[src/rtl/result_demux_1to4_pkg.sv]
// Shared definitions for the result demultiplexer: default beat width and
// the destination channel indices used by the core.
package result_demux_1to4_pkg;

    localparam int DATA_W_DEF = 8;

    typedef enum logic [1:0] {
        DST_REGFILE = 2'd0,
        DST_MEM     = 2'd1,
        DST_PORT    = 2'd2,
        DST_DEBUG   = 2'd3
    } dst_e;

endpackage

[src/rtl/result_fifo.sv]
// In-order FIFO holding {sel, data} entries for the result demultiplexer.
// Pointers wrap naturally because DEPTH is a power of two.
module result_fifo
    import result_demux_1to4_pkg::*;
#(
    parameter int DEPTH   = 2,
    parameter int ENTRY_W = 10
) (
    input  logic                       clk,
    input  logic                       rst,
    input  logic                       flush,
    input  logic                       push,
    input  logic                       pop,
    input  logic [ENTRY_W-1:0]         wdata,
    output logic [ENTRY_W-1:0]         head,
    output logic [$clog2(DEPTH):0]     count
);

    localparam int PTR_W = $clog2(DEPTH);
    localparam int CNT_W = PTR_W + 1;
    localparam logic [CNT_W-1:0] FULL_CNT = CNT_W'(DEPTH);

    logic [ENTRY_W-1:0] mem [DEPTH];
    logic [PTR_W-1:0]   wptr;
    logic [PTR_W-1:0]   rptr;

    always_ff @(posedge clk) begin
        if (rst || flush) begin
            count <= '0;
            wptr  <= '0;
            rptr  <= '0;
        end else begin
            if (push) begin
                mem[wptr] <= wdata;
                wptr      <= wptr + 1'b1;
            end
            if (pop) begin
                rptr <= rptr + 1'b1;
            end
            count <= count + CNT_W'(push) - CNT_W'(pop);
        end
    end

    assign head = mem[rptr];

    // Occupancy must stay within 0..DEPTH; the top gates push/pop to ensure it.
    always @(posedge clk) begin
        if (!rst && !flush) begin
            assert (!(pop && count == '0));
            assert (!(push && !pop && count == FULL_CNT));
        end
    end

endmodule

[src/rtl/result_demux_1to4.sv]
// Registered 1-to-N result demultiplexer: buffers tagged beats and steers the
// head beat to one consumer channel. in_ready never depends on out_ready.
module result_demux_1to4
    import result_demux_1to4_pkg::*;
#(
    parameter int DATA_W  = DATA_W_DEF,
    parameter int NUM_OUT = 4,
    parameter int SEL_W   = 2,
    parameter int DEPTH   = 2
) (
    input  logic                     clk,
    input  logic                     rst,
    input  logic                     flush,
    input  logic                     in_valid,
    output logic                     in_ready,
    input  logic [DATA_W-1:0]        in_data,
    input  logic [SEL_W-1:0]         in_sel,
    output logic [NUM_OUT-1:0]       out_valid,
    output logic [DATA_W-1:0]        out_data,
    input  logic [NUM_OUT-1:0]       out_ready,
    output logic [$clog2(DEPTH):0]   count
);

    localparam int CNT_W = $clog2(DEPTH) + 1;
    localparam logic [CNT_W-1:0] FULL_CNT = CNT_W'(DEPTH);

    logic [SEL_W+DATA_W-1:0] head;
    logic [SEL_W-1:0]        head_sel;
    logic [DATA_W-1:0]       head_data;
    logic [DATA_W-1:0]       last_data;
    logic                    has_head;
    logic                    push;
    logic                    pop;

    assign has_head  = (count != '0);
    assign head_sel  = head[DATA_W +: SEL_W];
    assign head_data = head[DATA_W-1:0];

    assign in_ready  = (count < FULL_CNT) && !flush && !rst;
    assign push      = in_valid && in_ready;
    assign pop       = has_head && out_ready[head_sel];

    result_fifo #(
        .DEPTH   (DEPTH),
        .ENTRY_W (SEL_W + DATA_W)
    ) u_fifo (
        .clk   (clk),
        .rst   (rst),
        .flush (flush),
        .push  (push),
        .pop   (pop),
        .wdata ({in_sel, in_data}),
        .head  (head),
        .count (count)
    );

    // Keep the last presented payload so out_data holds steady once the queue drains.
    always_ff @(posedge clk) begin
        if (rst) begin
            last_data <= '0;
        end else if (has_head) begin
            last_data <= head_data;
        end
    end

    assign out_valid = has_head ? (NUM_OUT'(1) << head_sel) : '0;
    assign out_data  = has_head ? head_data : last_data;

endmodule
[config.mk]
export PLATFORM = sky130hd
export DESIGN_NAME = result_demux_1to4
export DESIGN_NICKNAME = d
export VERILOG_FILES = /design/src/rtl/result_demux_1to4_pkg.sv /design/src/rtl/result_fifo.sv /design/src/rtl/result_demux_1to4.sv
export SDC_FILE = /design/constraint.sdc
export NUM_CORES = 1
export LEC_CHECK = 0
export BUFFER_PORTS_ARGS = -buffer_cell sky130_fd_sc_hd__buf_2
export CAP_MARGIN = 25
export CORE_MARGIN = 10
export CORE_UTILIZATION = 55
export CTS_CLUSTER_SIZE = 10
export DETAILED_ROUTE_END_ITERATION = 12
export HOLD_SLACK_MARGIN = 0.03
export PLACE_DENSITY = 0.82
export SYNTH_ARGS = -nofsm -noshare
export SYNTH_HDL_FRONTEND = slang
export SYNTH_SLANG_ARGS = --single-unit
[constraint.sdc]
create_clock -name clk -period 4.25 [get_ports clk]
set_clock_uncertainty 0.2 [all_clocks]
set_input_delay 0.2125 -clock clk [delete_from_list [all_inputs] [get_ports clk]]
set_output_delay 0.2125 -clock clk [all_outputs]
set_load 0.005 [all_outputs]
### After elaboration in Yosys (flattened, before gate mapping)

Memory sizes are Yosys's and may differ from the RTL's. A register that Yosys moved wholly into a read port is not among the register bits.
Index checks and enable logic that the tools add are counted.

* word-level logic and storage cells: 29
* memories kept: 1
* register bits: 12
* input bits: 18
* memory bits (writable): 20
* output and inout port bits: 15

* mux-type cells: 9
* $lt $le $gt $ge: 2
* reduce and logical (&&, ||, !) cells: 8
* shift operators: 1
* add/sub/neg operators: 4

Memories
* u_fifo.mem: depth 2, width 10, rd ports 1, clocked after memory_dff 1, write ports 1, RTL line result_fifo.sv:23 `logic [ENTRY_W-1:0] mem [DEPTH];`

Operators with widths (number)
* 8-bit 2-to-1 mux: 1
* 1-bit 2-to-1 mux: 6
* 1-bit logical AND: 4
* 4-bit 2-to-1 mux: 1
* 1-bit by 2-bit left shift with 4-bit output, first input constant: 1
* 2-bit by 3-bit less-than comparator with 1-bit output, second input constant: 1
* 1-bit adder, second input constant: 2
* 2-bit by 1-bit adder with 2-bit output: 1
* 1-bit binary-select mux with 2-bit select: 1
* 1-bit zero test: 2
* 2-bit less-than comparator, second input constant: 1
* 2-bit nonzero test: 1
* 2-bit by 1-bit subtractor with 2-bit output: 1
* 1-bit logical OR: 1

### Depth between registers and ports, before layout

Gate-level depths: netlist (run 1).

* word-level depth: 7
* mapped depth: 10
* depth with buffers taken out: 9

### Cells and area by module

Synthesis (run 1) repeated with hierarchy kept, for this count alone.

* cells, all modules: 103
* area, all modules: 1373.8 um^2

By module, submodules not included
* result_fifo: cells an instance 51, sequential area each 700.7 um^2, times used 1, area each 940.9 um^2
* result_demux_1to4: cells an instance 52, sequential area each 160.2 um^2, times used 1, area each 432.9 um^2

### Worst setup path before layout (run 1)

No wires, ideal clock.

* path type: register to register
* start: register (tool-made name)
* end: register u_fifo.count[1]
* clock period less this slack: 2515 ps
* arrival time: 2200 ps
* cell stages (with the launch flop): 11
* buffers on the path: 1
* setup slack: 1735 ps
* library setup time: 115 ps
* required time: 3935 ps
* cell sequence: dfxtp_1 buf_6 mux2i_4 mux4_2 nor2b_1 ha_1 inv_1 ha_1 xor2_1 xnor2_1 nor2_1

RTL lines
* to (signal assigned): RTL line result_fifo.sv:40 `count <= count + CNT_W'(push) - CNT_W'(pop);`
* to (decl): RTL line result_fifo.sv:16 `output logic [$clog2(DEPTH):0] count`

==> impl_metrics.py, run 1 <==
metrics = {
    "timing": {
        "fmax_ghz": 0.3343,
        "period_needed_ps": 2991,
        "slew_viol_final": 0,
        "hold-worst-slack_ps": 180.7,
        "tightestPinTransition_ps": 888.8,
        "post-route-period-util": 0.7038,
        "setup_viol": 0,
        "fin_tns_setup_ps": 0,
        "relSlewSlack": 0.4062,
        "rsz0062_at_grt": "no",
        "hold_viol": 0,
    },
    "layout": {
        "diodes": 0,
        "area_growth_pct": 26.78,
        "final_cells": 174,
        "drive_gt1_frac": 0.2808,
        "layout.nets": 166,
    },
    "setup_path": {
        "required_ps": 4280,
        "critPathTopFamily": "multiplexers",
        "path_buf_inv": 1,
        "reg2reg_slack_ps": 1260,
        "critPathKind": "flop to flop",
        "slowest_stage": "dfxtp_1",
        "cp-end-kind": "flop",
        "worstPathMaxFanout": 10,
        "crit_chain": "mux2i_4 > mux4_2 > nor2b_1 > ha_1 > inv_1 > ha_1 > xor2_1 > xnor2_1 > nor2_1",
        "crit_path_start_kind": "flop",
        "cp.arrival_ps": 3020,
        "slowest_delay_ps": 750,
        "r2r-end": "u_fifo.count[1]",
        "cpMostUsedCell": "ha_1",
        "r2r_cells": 9,
    },
    "global_route": {
        "grt_pass1_vias": 931,
        "grt_max_degree": 23,
        "grt_antenna_before_repair": 0,
        "grt_pass1_wl_mm": 4.222,
        "grt_overflow": 0,
        "gr-usage-all-layers": 0.1223,
    },
    "yosys": {
        "synth-seq-cells": 33,
        "synthTopCellsByArea": "edfxtp_1, dfxtp_1, mux2i_1",
        "avgSynthCellArea_um2": 13.44,
        "yosysSeqAreaShare": 0.6603,
        "yosysTopAreaCell": "edfxtp_1",
        "ys_warn_count": 0,
        "yosysTopAreaCellShare": 0.4607,
        "synth_xor_area_frac": 0.02015,
        "synth_adder_area_share": 0.01919,
        "synth_top_family_by_area": "simple AND/OR/NAND/NOR gates",
        "synth-simple-area-share": 0.1382,
        "syn_nets": 117,
        "netlist_instances": 97,
        "synth_compound_area_frac": 0.03839,
        "syn-cell-area_um2": 1304,
        "synthDistinctLibCells": 21,
        "synth_mux_area_frac": 0.1036,
    },
    "floorplan": {
        "num_rows": 17,
        "die_h_um": 68.69,
        "die_x_um": 68.69,
        "initial_utilization": 0.5838,
        "num_io_pins": 33,
        "core_um2": 2233,
        "die_area_um2": 4718,
    },
    "place": {
        "place_inst": 155,
        "gp_congestion": 0.7578,
        "port_buffers": 32,
        "dp_hpwl_mm": 1.711,
    },
    "hold_path": {
        "hold_path.class": "input port to flop",
        "worstHoldPathCells": 4,
        "min_from": "in_valid",
        "min_to": "u_fifo.wptr",
    },
    "route": {
        "drc": 0,
        "drt_first_pass_iters": 4,
        "viasPerCell": 5.017,
        "first_iter_violations": 20,
        "drt-total-wl_mm": 2.539,
        "drt-wirelength-per-cell_um": 14.59,
        "ant_nets": 0,
        "vias": 873,
    },
    "run": {
        "drv_cap": 0,
    },
    "clocking": {
        "h-tree-depth": 2,
        "post_cts_buffers": 0,
        "cts_buffer_depth": 2,
        "cts.sinks": 33,
        "cts_tree": "built",
        "insertion_delay_ps": 320,
        "cts_resized": 0,
        "clk_pin_slew_ps": 90,
        "cts_root_buf": "clkbuf_4",
        "cts_buffers": 5,
        "hold_buffers": 12,
    },
    "run_status": {
        "run_status": "finished clean",
    },
    "power_and_ir_drop": {
        "p_per_area_nw_per_um2": 331.3,
        "p_leak_uw": 0.0006586,
        "ir_worst_vdd_v": 0.0002969,
    },
}
layout by cell type, fill, tap and decap left out:
master and instances:
buf_2 32, edfxtp_1 20, dfxtp_1 13, dlygate4sd3_1 12
nor2b_1 10, o21ai_0 10, mux2i_1 9, nand2_1 9
nor2_1 5, clkbuf_4 5, nor3b_1 3, inv_1 2
and2_1 2, xnor2_1 2, ha_1 2, or2_2 1
mux2i_4 1, mux4_2 1, and3b_1 1, nor3_1 1
or4b_1 1, xor2_1 1, clkbuf_1 1, clkinv_1 1
buf_4 1
worst min-delay path: stages:
cell and delay [ps]:
buf_2 90, nor3b_1 180, xnor2_1 150, nor2_1 40
stage by stage:
step,utilization,area [µm²],worst slack [ps],power (µW)
2_1_floorplan,-,1304,1735,375.7
3_3_place_gp,0.6661,1488,1362,394.2
3_5_place_dp,0.6661,1488,1268,396.3
4_1_cts,0.7401,1653,1260,553.9
5_1_grt,0.7401,1653,1112,574.5
6_report,0.7401,1653,1259,547.7
cells by family after synthesis:
kind of cell             Yosys count
multiplexers                      11
AO/OA/AOI/OAI                     10
buffers and inverters              5
AND/OR/NAND/NOR                   33
flip-flops                        33
adder cells (fa/ha/maj)            2
XOR/XNOR                           3
final cells by class:
| class | count | area [µm²] |
|---|---|---|
| Fill cell | 157 | 580.6 |
| Inverter | 2 | 7.507 |
| Tap cell | 28 | 35.03 |
| Clock inverter | 1 | 3.754 |
| Sequential cell | 33 | 860.8 |
| Clock buffer | 6 | 41.29 |
| Multi-Input combinational cell | 59 | 416.7 |
| Timing Repair Buffer | 45 | 287.8 |
where the power goes:
part / leakage [µW] / switching (µW) / total [µW] / internal (µW)
sequential: 0.000287 / 2.90 / 349 / 346
combinational: 0.000346 / 22.4 / 49.3 / 26.9
clock: 0.0000258 / 89.7 / 150 / 59.9
total: 0.000659 / 115 / 548 / 433
synth_stat cells, drive strengths merged:
master / count
nor3b: 3
xnor2: 2
mux4: 1
and2: 2
or4b: 1
clkbuf: 2
buf: 1
edfxtp: 20
xor2: 1
nor2: 5
dfxtp: 13
and3b: 1
ha: 2
nor2b: 10
nand2: 9
mux2i: 10
nor3: 1
o21ai: 10
or2: 1
inv: 2
worst max-delay path by stage:
stage | cells past startpoint | end | slack (ps)
after floorplan | 10 | u_fifo.count[1] | 1730
after global placement | 9 | u_fifo.count[1] | 1360
after detailed placement | 9 | u_fifo.count[1] | 1270
after CTS | 9 | u_fifo.count[1] | 1260
after global routing | 9 | u_fifo.count[1] | 1110
final | 9 | u_fifo.count[1] | 1260
per-layer routing:
metal | up-vias | track usage | wire [µm]
met5 | - | 0 | 0
met4 | 0 | 0.06030 | 46
met3 | 6 | 0.05636 | 190
met2 | 19 | 0.2108 | 1338
met1 | 406 | 0.1217 | 963
li1 | 442 | - | -
flip-flops by register name (all words and copies together) (netlist names), named ones only:
register      cells
u_fifo.rptr       1
u_fifo.mem       20
u_fifo.wptr       1
u_fifo.count      2
last_data         8
Power figures use the tool's default switching activity.
==> run 2, diff against run 1 <==
--- a/config.mk
+++ b/config.mk
@@ -5,14 +5,15 @@
 export SDC_FILE = /design/constraint.sdc
 export NUM_CORES = 1
 export LEC_CHECK = 0
+export ABC_AREA = 1
 export BUFFER_PORTS_ARGS = -buffer_cell sky130_fd_sc_hd__buf_2
 export CAP_MARGIN = 25
 export CORE_MARGIN = 10
-export CORE_UTILIZATION = 55
+export CORE_UTILIZATION = 47
 export CTS_CLUSTER_SIZE = 10
 export DETAILED_ROUTE_END_ITERATION = 12
 export HOLD_SLACK_MARGIN = 0.03
-export PLACE_DENSITY = 0.82
+export PLACE_DENSITY = 0.74
 export SYNTH_ARGS = -nofsm -noshare
 export SYNTH_HDL_FRONTEND = slang
 export SYNTH_SLANG_ARGS = --single-unit
==> constraint.sdc (replaced) <==
create_clock -name clk -period 2.5 [get_ports clk]
set_clock_uncertainty 0.2 [all_clocks]
set_input_delay 0.125 -clock clk [delete_from_list [all_inputs] [get_ports clk]]
set_output_delay 0.125 -clock clk [all_outputs]
set_load 0.005 [all_outputs]
==> impl_metrics.py, run 2 <==
metrics = {
    "clocking": {
        "cts_buffers": 5,
        "post_cts_buffers": 0,
        "cts_buffer_depth": 2,
        "clk_pin_slew_ps": 90,
        "cts_root_buf": "clkbuf_4",
        "cts.sinks": 33,
        "cts_tree": "built",
        "h-tree-depth": 2,
        "insertion_delay_ps": 320,
    },
    "timing": {
        "slew_viol_final": 0,
        "postLayoutSetupSlackWorst_ps": 190.0,
        "setup_viol": 0,
        "fmax_ghz": 0.4329,
        "relSlewSlack": 0.8402,
        "tightestPinTransition_ps": 239.4,
        "period_needed_ps": 2310,
        "fin_tns_setup_ps": 0,
        "rsz0062_at_grt": "no",
        "hold_viol": 0,
        "post-route-period-util": 0.9240,
    },
    "hold_path": {
        "min_from": "out_ready[1]",
        "hold_path.class": "input port to flop",
    },
    "layout": {
        "n_fill_cell": 223,
        "diodes": 0,
        "largest_register_ffs": 20,
        "area_growth_pct": 27.90,
        "layout.nets": 204,
        "layout_common_cells": "buf_2, a21oi_1, edfxtp_1",
        "top_regs": "u_fifo.mem x20, last_data x8, u_fifo.count x2",
        "drive_gt1_frac": 0.3027,
        "regMostFlops": "u_fifo.mem",
        "layout_commonest_cell": "buf_2",
    },
    "yosys": {
        "synth_edf_count": 20,
        "synth-seq-cells": 33,
        "synthDistinctLibCells": 22,
        "ys_warn_count": 0,
        "syn_nets": 151,
        "yosysTopAreaCellShare": 0.4348,
        "netlist_instances": 131,
        "synth_commonest_cells": "a21oi_1, edfxtp_1, nand2_1",
        "syn-cell-area_um2": 1381,
        "yosysSeqAreaShare": 0.6232,
        "avgSynthCellArea_um2": 10.54,
        "dominantRegCellSynth": "edfxtp_1",
        "ys_async_sr_fraction": 0,
        "yosysTopAreaCell": "edfxtp_1",
        "synthTopCellsByArea": "edfxtp_1, dfxtp_1, a21oi_1",
    },
    "global_route": {
        "grt_pass1_wl_mm": 5.009,
        "grt_max_degree": 14,
        "gr-usage-all-layers": 0.1200,
        "grt_antenna_before_repair": 0,
        "grt_pass1_vias": 1095,
        "grt_overflow": 0,
    },
    "place": {
        "dp_hpwl_mm": 2.151,
        "gp_congestion": 0.7872,
        "dp_slack_ps": 203.8,
        "port_buffers": 32,
    },
    "floorplan": {
        "core_um2": 2781,
        "num_io_pins": 33,
        "initial_utilization": 0.4966,
        "die_x_um": 74.21,
        "die_h_um": 74.21,
        "die_area_um2": 5507,
        "num_rows": 19,
    },
    "power_and_ir_drop": {
        "ir_worst_vdd_v": 0.0004318,
        "p_leak_uw": 0.0007910,
        "p_per_area_nw_per_um2": 553.8,
    },
    "run": {
        "drv_cap": 0,
    },
    "setup_path": {
        "cp-end-kind": "flop",
        "critPathTopFamily": "simple AND/OR/NAND/NOR gates",
        "cp.arrival_ps": 2360,
        "slowest_stage": "dfxtp_1",
        "worstPathMaxFanout": 11,
        "reg2reg_slack_ps": 190,
        "critPathKind": "flop to flop",
        "crit_path_start_kind": "flop",
        "required_ps": 2550,
        "crit_chain": "inv_2 > nand2_1 > nand2_1 > inv_1 > nand2_2 > a21oi_1 > ha_1 > inv_1 > ha_1 > xnor2_1 > or2_2 > a21oi_1",
        "path_buf_inv": 3,
        "slowest_delay_ps": 370,
    },
    "run_status": {
        "run_status": "finished clean",
    },
    "route": {
        "ant_nets": 0,
        "vias": 1103,
        "drt-total-wl_mm": 3.116,
        "drt_first_pass_iters": 4,
        "drt-wirelength-per-cell_um": 14.43,
        "viasPerCell": 5.106,
        "first_iter_violations": 39,
        "drc": 0,
    },
}
[run 2: cell count changes after synthesis, sizes merged, moves of 3 or more]
| cell | change |
|---|---|
| a211oi | +8 |
| a21oi | +20 |
| buf | +3 |
| inv | +10 |
| mux2i | -10 |
| nand2 | +15 |
| nand3 | +5 |
| nor2 | +11 |
| nor2b | -10 |
| nor3 | +3 |
| nor3b | -3 |
| o21ai | -9 |
[run 2: final timing paths]
path / endpoint / depth (start not counted)
max: u_fifo.count[1] / 12
min: flop / 7
max reg2reg: u_fifo.count[1] / 12
min reg2reg: u_fifo.wptr / 2
[run 2: per-stage QoR]
stage	area [µm²]	util	power, µW	hold slack, ps	instances
after floorplan	1381	-	657.1	23.87	131
after global placement	1575	0.5664	694.8	115.9	194
after detailed placement	1575	0.5664	698.7	119.5	194
after CTS	1767	0.6352	991.6	144.4	216
after global routing	1767	0.6352	1034	171.6	216
final	1767	0.6352	978.4	151.3	216
[run 2: cells by family (layout without fill, tap and decap cells)]
family | after synthesis | count (layout) | synth area share
xor+xnor | 1 | 1 | 0.006342
flops | 33 | 33 | 0.6232
compound gates | 29 | 29 | 0.1196
simple gates | 50 | 50 | 0.1748
buf+inv | 16 | 70 | 0.05797
fa+ha+maj | 2 | 2 | 0.01811
[run 2: area by class of cell]
| type | count | area [µm²] | area share |
|---|---|---|---|
| timing repair buffer | 50 | 330.3 | 0.1870 |
| sequential | 33 | 860.8 | 0.4873 |
| multi-input combinational | 82 | 440.4 | 0.2493 |
| inverter | 12 | 45.04 | 0.02550 |
| clock buffer | 6 | 41.29 | 0.02337 |
| clock inverter | 2 | 10.01 | 0.005666 |
| tap | 31 | 38.79 | 0.02195 |
[run 2: repair_timing]
item | in CTS | in global routing
hold buffers | 14 | 0
endpoints found under the hold margin | 33 | 0
gates resized for setup | 0 | 0
[run 2: worst min-delay path: cells and delay by family]
kind | cells | cell delay (ps)
AO/OA/AOI/OAI | 1 | 70
buffers and inverters | 1 | 80
AND/OR/NAND/NOR | 5 | 340
[run 2: layer usage]
layer	up-vias	global-route usage	routed length, µm
met5	-	0	0
li1	556	-	-
met4	0	0.06707	53
met2	39	0.2102	1644
met3	7	0.04787	208
met1	501	0.1183	1209
[run 2: power by group]
part	switching [µW]	internal, µW
clock	169	107
sequential	4.62	590
combinational	55.9	52.2
